--- src/rtl/bus_rr_arbiter.sv ---
// Round-robin arbiter: NUM_REQ burst sources share one registered DATA_W-bit output bus.
// Latency: 1 cycle from accepted beat to out_valid; sustains 1 beat/cycle.
// Backpressure: out_valid && !out_ready freezes the output register and drops every req_ready.
//
// Ports:
//   clk, rst              clock (rising edge) and synchronous active-high reset
//   req_valid/data/last   per-requester beat; requester i uses req_data[i*DATA_W +: DATA_W]
//   req_ready             combinational accept, at most one bit high per cycle
//   out_valid/data/last   registered output beat, out_src = index of the sending requester
//   out_ready             downstream accept
//   busy                  high while a multi-beat burst holds the lock
//   err_trunc             one-cycle pulse after a burst was cut at MAX_BURST beats

module bus_rr_arbiter #(
    parameter int NUM_REQ   = 8,
    parameter int DATA_W    = 32,
    parameter int MAX_BURST = 16
) (
    input  logic                        clk,
    input  logic                        rst,
    input  logic [NUM_REQ-1:0]          req_valid,
    input  logic [NUM_REQ*DATA_W-1:0]   req_data,
    input  logic [NUM_REQ-1:0]          req_last,
    output logic [NUM_REQ-1:0]          req_ready,
    output logic                        out_valid,
    output logic [DATA_W-1:0]           out_data,
    output logic                        out_last,
    output logic [$clog2(NUM_REQ)-1:0]  out_src,
    input  logic                        out_ready,
    output logic                        busy,
    output logic                        err_trunc
);

    localparam int IDX_W = $clog2(NUM_REQ);
    localparam int CNT_W = $clog2(MAX_BURST + 1);

    localparam logic [IDX_W-1:0] LAST_IDX  = IDX_W'(NUM_REQ - 1);
    localparam logic [CNT_W-1:0] TRUNC_CNT = CNT_W'(MAX_BURST - 1);

    typedef enum logic {
        IDLE   = 1'b0,
        LOCKED = 1'b1
    } state_t;

    // ------------------------------------------------------------------
    // State
    // ------------------------------------------------------------------
    state_t             state_q,     state_d;
    logic [IDX_W-1:0]   rr_ptr_q,    rr_ptr_d;
    logic [IDX_W-1:0]   owner_q,     owner_d;
    logic [CNT_W-1:0]   burst_cnt_q, burst_cnt_d;
    logic               out_valid_q, out_valid_d;
    logic [DATA_W-1:0]  out_data_q,  out_data_d;
    logic               out_last_q,  out_last_d;
    logic [IDX_W-1:0]   out_src_q,   out_src_d;
    logic               err_trunc_q, err_trunc_d;

    // ------------------------------------------------------------------
    // Arbitration
    // ------------------------------------------------------------------
    logic               can_acc;
    logic               win_found;
    logic [IDX_W-1:0]   win_idx;
    logic [IDX_W-1:0]   cand;
    int                 cand_i;
    logic [IDX_W-1:0]   sel_idx;
    logic               sel_vld;
    logic               grant_vld;
    logic [DATA_W-1:0]  sel_data;
    logic               sel_last;
    logic               xfer;

    function automatic logic [IDX_W-1:0] next_idx(input logic [IDX_W-1:0] i);
        return (i == LAST_IDX) ? '0 : i + 1'b1;
    endfunction

    // The output register can take a beat when it is empty or being drained.
    assign can_acc = !out_valid_q || out_ready;

    // First valid requester at or after rr_ptr, wrapping at NUM_REQ-1.
    // The wrap is done on an int so non-power-of-two NUM_REQ works too.
    always_comb begin
        win_found = 1'b0;
        win_idx   = '0;
        cand      = '0;
        cand_i    = 0;
        for (int k = 0; k < NUM_REQ; k++) begin
            cand_i = int'(rr_ptr_q) + k;
            if (cand_i >= NUM_REQ) begin
                cand_i = cand_i - NUM_REQ;
            end
            cand = IDX_W'(cand_i);
            if (!win_found && req_valid[cand]) begin
                win_found = 1'b1;
                win_idx   = cand;
            end
        end
    end

    // While locked only the owner may talk; its ready tracks can_acc even
    // when it has paused, so the lock is held without a timeout.
    always_comb begin
        if (state_q == LOCKED) begin
            sel_idx   = owner_q;
            sel_vld   = req_valid[owner_q];
            grant_vld = 1'b1;
        end else begin
            sel_idx   = win_idx;
            sel_vld   = win_found;
            grant_vld = win_found;
        end
    end

    assign sel_data = req_data[sel_idx*DATA_W +: DATA_W];
    assign sel_last = req_last[sel_idx];
    assign xfer     = !rst && can_acc && sel_vld;

    always_comb begin
        req_ready = '0;
        if (!rst && can_acc && grant_vld) begin
            req_ready[sel_idx] = 1'b1;
        end
    end

    // ------------------------------------------------------------------
    // Next state
    // ------------------------------------------------------------------
    always_comb begin
        state_d     = state_q;
        rr_ptr_d    = rr_ptr_q;
        owner_d     = owner_q;
        burst_cnt_d = burst_cnt_q;
        err_trunc_d = 1'b0;
        // A drained beat clears valid; data fields keep their last value.
        out_valid_d = out_valid_q && !out_ready;
        out_data_d  = out_data_q;
        out_last_d  = out_last_q;
        out_src_d   = out_src_q;

        if (xfer) begin
            out_valid_d = 1'b1;
            out_data_d  = sel_data;
            out_src_d   = sel_idx;

            if (state_q == IDLE) begin
                if (sel_last || (MAX_BURST == 1)) begin
                    // Single-beat burst: done immediately, pointer moves past winner.
                    out_last_d  = 1'b1;
                    rr_ptr_d    = next_idx(sel_idx);
                    err_trunc_d = !sel_last;
                end else begin
                    out_last_d  = 1'b0;
                    state_d     = LOCKED;
                    owner_d     = sel_idx;
                    burst_cnt_d = CNT_W'(1);
                end
            end else begin
                burst_cnt_d = burst_cnt_q + 1'b1;
                if (sel_last) begin
                    out_last_d  = 1'b1;
                    state_d     = IDLE;
                    rr_ptr_d    = next_idx(owner_q);
                    burst_cnt_d = '0;
                end else if (burst_cnt_q == TRUNC_CNT) begin
                    // Burst hit MAX_BURST beats: close it on this beat and flag it.
                    out_last_d  = 1'b1;
                    err_trunc_d = 1'b1;
                    state_d     = IDLE;
                    rr_ptr_d    = next_idx(owner_q);
                    burst_cnt_d = '0;
                end else begin
                    out_last_d  = 1'b0;
                end
            end
        end
    end

    // ------------------------------------------------------------------
    // Registers
    // ------------------------------------------------------------------
    always_ff @(posedge clk) begin
        if (rst) begin
            state_q     <= IDLE;
            rr_ptr_q    <= '0;
            owner_q     <= '0;
            burst_cnt_q <= '0;
            out_valid_q <= 1'b0;
            out_data_q  <= '0;
            out_last_q  <= 1'b0;
            out_src_q   <= '0;
            err_trunc_q <= 1'b0;
        end else begin
            state_q     <= state_d;
            rr_ptr_q    <= rr_ptr_d;
            owner_q     <= owner_d;
            burst_cnt_q <= burst_cnt_d;
            out_valid_q <= out_valid_d;
            out_data_q  <= out_data_d;
            out_last_q  <= out_last_d;
            out_src_q   <= out_src_d;
            err_trunc_q <= err_trunc_d;
        end
    end

    assign out_valid = out_valid_q;
    assign out_data  = out_data_q;
    assign out_last  = out_last_q;
    assign out_src   = out_src_q;
    assign busy      = (state_q == LOCKED);
    assign err_trunc = err_trunc_q;

    // ------------------------------------------------------------------
    // Properties
    // ------------------------------------------------------------------
    a_one_grant : assert property (@(posedge clk) disable iff (rst) $onehot0(req_ready));

    a_stall_hold : assert property (@(posedge clk) disable iff (rst)
        (out_valid && !out_ready) |=> (out_valid && $stable(out_data) && $stable(out_src)));

endmodule
--- config.mk ---
export PLATFORM = sky130hd
export DESIGN_NAME = bus_rr_arbiter
export DESIGN_NICKNAME = d
export VERILOG_FILES = /design/src/rtl/bus_rr_arbiter.sv
export SDC_FILE = /design/constraint.sdc
export NUM_CORES = 1
export LEC_CHECK = 0
export CORE_AREA = 2 2 125 127
export DETAILED_ROUTE_END_ITERATION = 6
export DIE_AREA = 0 0 127 129
export PLACE_DENSITY = 0.77
export SLEW_MARGIN = 15
export SYNTH_ARGS = -nofsm -noshare
export SYNTH_HDL_FRONTEND = slang
export SYNTH_SLANG_ARGS = --single-unit
--- constraint.sdc ---
create_clock -name clk -period 4.8 [get_ports clk]
set_input_delay 0.72 -clock clk [delete_from_list [all_inputs] [get_ports clk]]
set_output_delay 0.72 -clock clk [all_outputs]
set_load 0.05 [all_outputs]
Yosys cells after proc, flatten, opt, wreduce, memory -nomap -nowiden:

Index checks and enable logic that the tools add are counted.

* logic and storage cells: 156
* input bits: 275
* output and inout port bits: 47
* register bits: 50

* equal/unequal tests: 4
* bitwise operators: 3
* shifts and indexed selects: 1
* muxes and demuxes: 72
* add/subtract/negate cells: 18
* reduce and logical (&&, ||, !) cells: 30
* order comparisons: 19

Operator list (count)
* $shiftx A256 B9 Y32: 1
* $mux W3: 23
* $lt A3 B4 Y1 const B: 10
* $mux W1: 33
* $bmux W1 S3: 10
* $ge A4 B4 Y1 const B: 7
* $sub A3 B1 Y3 const B: 8
* $mux W5: 4
* $add A3 B3 Y4 const B: 4
* $logic_and A1 B1 Y1: 12
* $logic_not A1 Y1: 11
* $add A3 B2 Y4 const B: 2
* $mux W8: 1
* $add A3 B1 Y3 const B: 2
* $eq A3 B3 Y1 const B: 2
* $reduce_and A3 Y1: 2
* $add A5 B1 Y5 const B: 1
* $eq A5 B4 Y1 const B: 1
* $add A3 B1 Y4 const B: 1
* $ge A3 B4 Y1 const B: 1
* $reduce_bool A2 Y1: 2
* $demux W1 S3: 1
* $ge A3 B1 Y1 const B: 1
* $not A1 Y1: 3
* 4 further kinds: 4

Longest topological paths before layout:

* depth in word-level cells: 32
* depth in mapped cells: 20
* depth with buffers taken out: 14

Least setup slack after synthesis:

Ideal clock, no wire load.

* kind: reg-to-output
* start: register rr_ptr_q[1]
* end: output req_ready[6]
* stages on the path, launching flop included: 16
* slack: 0.062 ns
* data arrival time: 4.018 ns
* required time: 4.080 ns
* path buffers: 4
* cell sequence: dfxtp_1 -> clkbuf_1 -> inv_1 -> ha_1 -> buf_2 -> mux4_2 -> mux2i_4 -> a2111oi_0 -> a2111oi_0 -> o221ai_1 -> and2_4 -> inv_2 -> buf_4 -> nand3_2 -> buf_2 -> nor2_1

* word-level cells in the longest chain between the ends: 32
* elaborated cells between the ends (all ways): 86
* those cells by class: add/sub (15); order compare (10); mux (45); reduce/logical (16)

RTL lines
* start: declaration: line 49 `logic [IDX_W-1:0] rr_ptr_q, rr_ptr_d;`
* start signal: assignment: line 194 `rr_ptr_q <= rr_ptr_d;`
* branches (longest 31 deep; another with $add A3 B1 Y4)
* $mux W8 *: line 120 `if (!rst && can_acc && grant_vld) begin`
* end: declaration: line 24 `output logic [NUM_REQ-1:0] req_ready,`

Mark *: on every way between the ends. The select of a mux whose other input is x is not followed.

Final worst setup path:

* start: input req_valid[4]
* end: output req_ready[5]

* word-level cells in the longest chain between the ends: 30
* elaborated cells between the ends (all ways): 55
* those cells by class: order compare (2); mux (37); reduce/logical (16)

RTL lines
* start: declaration: line 21 `input logic [NUM_REQ-1:0] req_valid,`
* $bmux W1 S3: line 93 `if (!win_found && req_valid[cand]) begin`
* $mux W1 (not written as such): line 93
* $mux W1: line 93
* $logic_not A1 Y1: line 93
* $logic_and A1 B1 Y1: line 93
* $mux W1: line 93
* $logic_not A1 Y1: line 93
* $logic_and A1 B1 Y1: line 93
* [... 14 more ...]
* $logic_and A1 B1 Y1: line 93
* $mux W3: line 93
* $mux W3: line 103 `if (state_q == LOCKED) begin`
* $lt A3 B4 Y1 (not written as such) / $ge A3 B1 Y1 (equally long branches): line 121 `req_ready[sel_idx] = 1'b1;`
* $logic_and A1 B1 Y1 (not written as such): line 121
* $mux W1 (not written as such): line 121
* $demux W1 S3: line 121
* $mux W8 *: line 120

Mark *: on every way between the ends. The rest lies on a longest branch, timed or not. The select of a mux whose other input is x is not followed.

==> results.md <==
* Worst setup EP type: output port
* Overflow left after global routing at 0
* Power dissipated by switching net loads at 3.18 mW
* Share of power burned in registers at 0.120
* Drt via density at 5.74
* Gate count of the mapped netlist at 657
* Headroom to the max-slew limit at 0.374
* Clock transition at the registers of the reported paths at around 0.070 ns
* Worst-path cell chain: clkdlybuf4s50_1 > mux4_2 > mux2_4 > or3_4 > a211oi_2 > o21ai_1 > or3_1 > nor2_1 > buf_12
* Cell Pwr Density at between 600 and 700 nW/µm²
* Final WS setup at between 0.15 and 0.2 ns
* Worst hold start: burst_cnt_q[4]$_SDFFE_PP0P_
* Pin slew with the least headroom to its limit at between 0.9 and 1 ns
* Type of the tightest min-delay check: reg2reg
* Buffers on Ports at between 300 and 400
* Max stage delay cell, worst path: mux4_2
* Number of different library cells in the post-synthesis netlist at 70
* Die extent in y at between 100 and 150 µm
* Hold path depth at 2
* Nets at roughly 1.2k
* Final slew viol count at 0
* DRC at 0
* Area growth from synthesis to layout at 69.7%
* Placement Rows at 45
* Register-to-register setup slack at ~0.52 ns
* Post-Synthesis Cell Area at roughly 5300 µm²
* WS Path Type: in2out
* Setup Slack @ Placement at 0.213 ns
* Count of fill cells added during filler insertion at between 1k and 1.5k
* Clk_skew at between 0.01 and 0.015 ns
* VDD IR max at 0.448 mV
* Unrepaired setup endpoints after global routing: false
* Combinational power share at 0.810
* Largest net degree at the start of global routing at 87
* Initial DRC Count at 437
* Fraction of the yosys area taken by sequential cells at 0.190
* Clk pwr share at 0.071
* Share of cells above drive strength 1 at 0.111
* Count of clock tree sinks at 50
* Later-pin clock latency in the skew report at approximately 0.31 ns
* Vias in the first global route at between 6k and 7k
* Number of H-tree branching levels at 2
* Number of flops mapped to enable cells by yosys at 0
* Largest fanout of any net on the critical path at 7
* TritonCTS clock tree: yes
* Yosys top cell by area: dfxtp_1
* Most frequent cells after synthesis: nand2_1, mux2i_1, dfxtp_1
* Routed wire per std cell at about 21 µm
* Most frequently used flop master after synthesis: dfxtp_1
* Launching element type of the critical path: input pin
* Routed wire length at around 24000 µm
* Switching Share at 0.525
* Slowest cell delay on critical path at around 0.58 ns
* Cell types occupying the most area after synthesis: dfxtp_1, mux2i_1, nand2_1, mux4_2, mux2_2
* Number of buffers added by the clock tree synthesis step at 5
* Reg2Reg Depth at 14
* Static Leak at 3.54 nW
* Final setup violation count at 0
* Portion of synthesized cell area occupied by the leading cell type at 0.190
* Global-route wire length before repair at approximately 37000 µm
* Final total negative setup slack at 0 ns
* Starting density of the core at 0.352
* Post-detailed-route count of antenna-violating nets at 0
* Worst endpoint data arrival time at approximately 3.9 ns
* Internal Pwr Total at between 2 and 3 mW
* Terminus of the critical flop-to-flop path: out_data[6]$_SDFFE_PP0P_
* Clock tree root buffer cell: clkbuf_16
* Family with the most delay on the worst path: simple AND/OR/NAND/NOR gates
* Number of cells on the critical path at 9
* Number of warnings issued by yosys at 0
* Net count after synthesis at between 900 and 1k
* Placer's final routability congestion estimate at between 0.9 and 1
* IO Pins at about 320
* Part of the cycle the worst path needs at 0.963
* Overall routing resource usage at 0.290
* Fmax achieved at around 0.22 GHz
* Maximum clock insertion buffer count at 2
* Final Hold Vio Count at 0
* First-pass iteration count of the detailed router at 5
* Fin crit period at roughly 4.6 ns
* Most frequent cell after synthesis: nand2_1
* Share of async-settable or async-resettable flops after synthesis at 0
* FF-to-FF Start: rr_ptr_q[0]$_SDFFE_PP0P_
* Core box area at 15000 µm²
* Post-detailed-placement half-perimeter wirelength at roughly 19000 µm
* Die area at 16400 µm²
* Hold Crit Endpoint: burst_cnt_q[4]$_SDFFE_PP0P_
* Multi-input gate area at a little under 4000 µm²
* Final Core Density at 0.598
* Synth Area per Inst at around 8 µm²
* WP buf/inv at 2
* Post-CTS setup buffer count at 0
* Antenna violations before repair at 3
* Result of the run: completed
* Horizontal die dimension at roughly 130 µm
* Count of state elements after synthesis at 50
* FF/Latch Area at about 1000 µm²
* Required time of the critical path at 4.08 ns
* Total of max-cap violations at 0
* Total number of vias at 6601
metrics by stage:
stage | cells | instance area (µm²) | hold slack, ns | total power, mW
floorplan | 657 | 5270 | 0.416 | 4.17
global placement | 1139 | 8760 | 0.427 | 5.57
detailed placement | 1139 | 8760 | 0.441 | 5.58
CTS | 1147 | 8930 | 0.452 | 6.04
global route | 1147 | 8940 | 0.477 | 6.47
finish | 1149 | 8950 | 0.456 | 6.06
placed cells by master, fill, tap and decap left out, types with 6 or more instances in the layout:
| master | instances |
|---|---|
| a211oi_1 | 6 |
| a21oi_1 | 38 |
| a221o_1 | 14 |
| a221oi_1 | 17 |
| a311o_1 | 20 |
| a31oi_1 | 17 |
| and3_1 | 21 |
| buf_12 | 9 |
| buf_4 | 30 |
| clkdlybuf4s50_1 | 313 |
| dfxtp_1 | 50 |
| ha_1 | 6 |
| inv_1 | 10 |
| mux2_2 | 19 |
| mux2i_1 | 82 |
| mux4_2 | 12 |
| nand2_1 | 108 |
| nand3_1 | 15 |
| nand4_1 | 8 |
| nor2_1 | 23 |
| o21ai_0 | 42 |
| o22a_1 | 6 |
| o22ai_1 | 9 |
power by group through the flow:
stage,logic (mW),clock network (mW),registers [mW]
5_1_grt,5.27,0.452,0.746
4_1_cts,4.88,0.438,0.722
3_3_place_gp,4.84,0,0.728
6_report,4.90,0.428,0.724
2_1_floorplan,3.01,0,1.17
3_5_place_dp,4.86,0,0.727
sequential cells by signal, indices dropped and copies added (netlist names):
name / cells
out_data: 32
burst_cnt_q: 5
out_src: 3
owner_q: 3
rr_ptr_q: 3
busy: 1
err_trunc: 1
out_last: 1
out_valid: 1
layer usage:
| metal | track usage | up-vias | wire length [µm] | share of wire |
|---|---|---|---|---|
| met2 | 0.485 | 334 | 11200 | 0.46 |
| met1 | 0.375 | 3094 | 10300 | 0.42 |
| met5 | 0 | - | 26 | 0.0011 |
| li1 | - | 3134 | - | - |
| met4 | 0.0608 | 4 | 459 | 0.019 |
| met3 | 0.0832 | 35 | 2380 | 0.098 |
worst max path at each step:
stage / start / to / slack (ns)
after floorplan: rr_ptr_q[1]$_SDFFE_PP0P_ / req_ready[6] / 0.06
after global placement: req_valid[0] / out_data[10]$_SDFFE_PP0P_ / 0.26
after detailed placement: req_valid[4] / out_data[6]$_SDFFE_PP0P_ / 0.21
after CTS: rr_ptr_q[0]$_SDFFE_PP0P_ / req_ready[7] / 0.18
after global routing: req_valid[5] / req_ready[5] / 0.06
final: req_valid[4] / req_ready[5] / 0.18
area by class of cell:
type | instances | area share
antenna | 2 | 0.000559
timing repair buffer | 352 | 0.395
tap | 188 | 0.0263
sequential | 50 | 0.112
clock inverter | 3 | 0.00489
clock buffer | 5 | 0.0140
inverter | 12 | 0.00503
multi-input combinational | 537 | 0.442
timing repair:
item / 4_1_cts / 5_1_grt
setup endpoints to repair: 0 / 4
gates resized for setup: 0 / 2
hold buffers: 0 / 0
logic make-up after synthesis:
family                     Yosys count  synth area share
DFF                                 50             0.190
AOI/OAI and AO/OA                  206             0.285
muxes                              115             0.255
and+or+nand+nor                    207             0.185
xor gates and xnor gates             2           0.00332
buffers and inverters               70            0.0657
adders and majority gates            7            0.0166
worst min-delay path: cells and delay by family (launching register included):
family          cells  cell delay (ns)
compound gates      1             0.04
flops               1             0.33
simple gates        1             0.06
(Power assumes the default switching activity.)
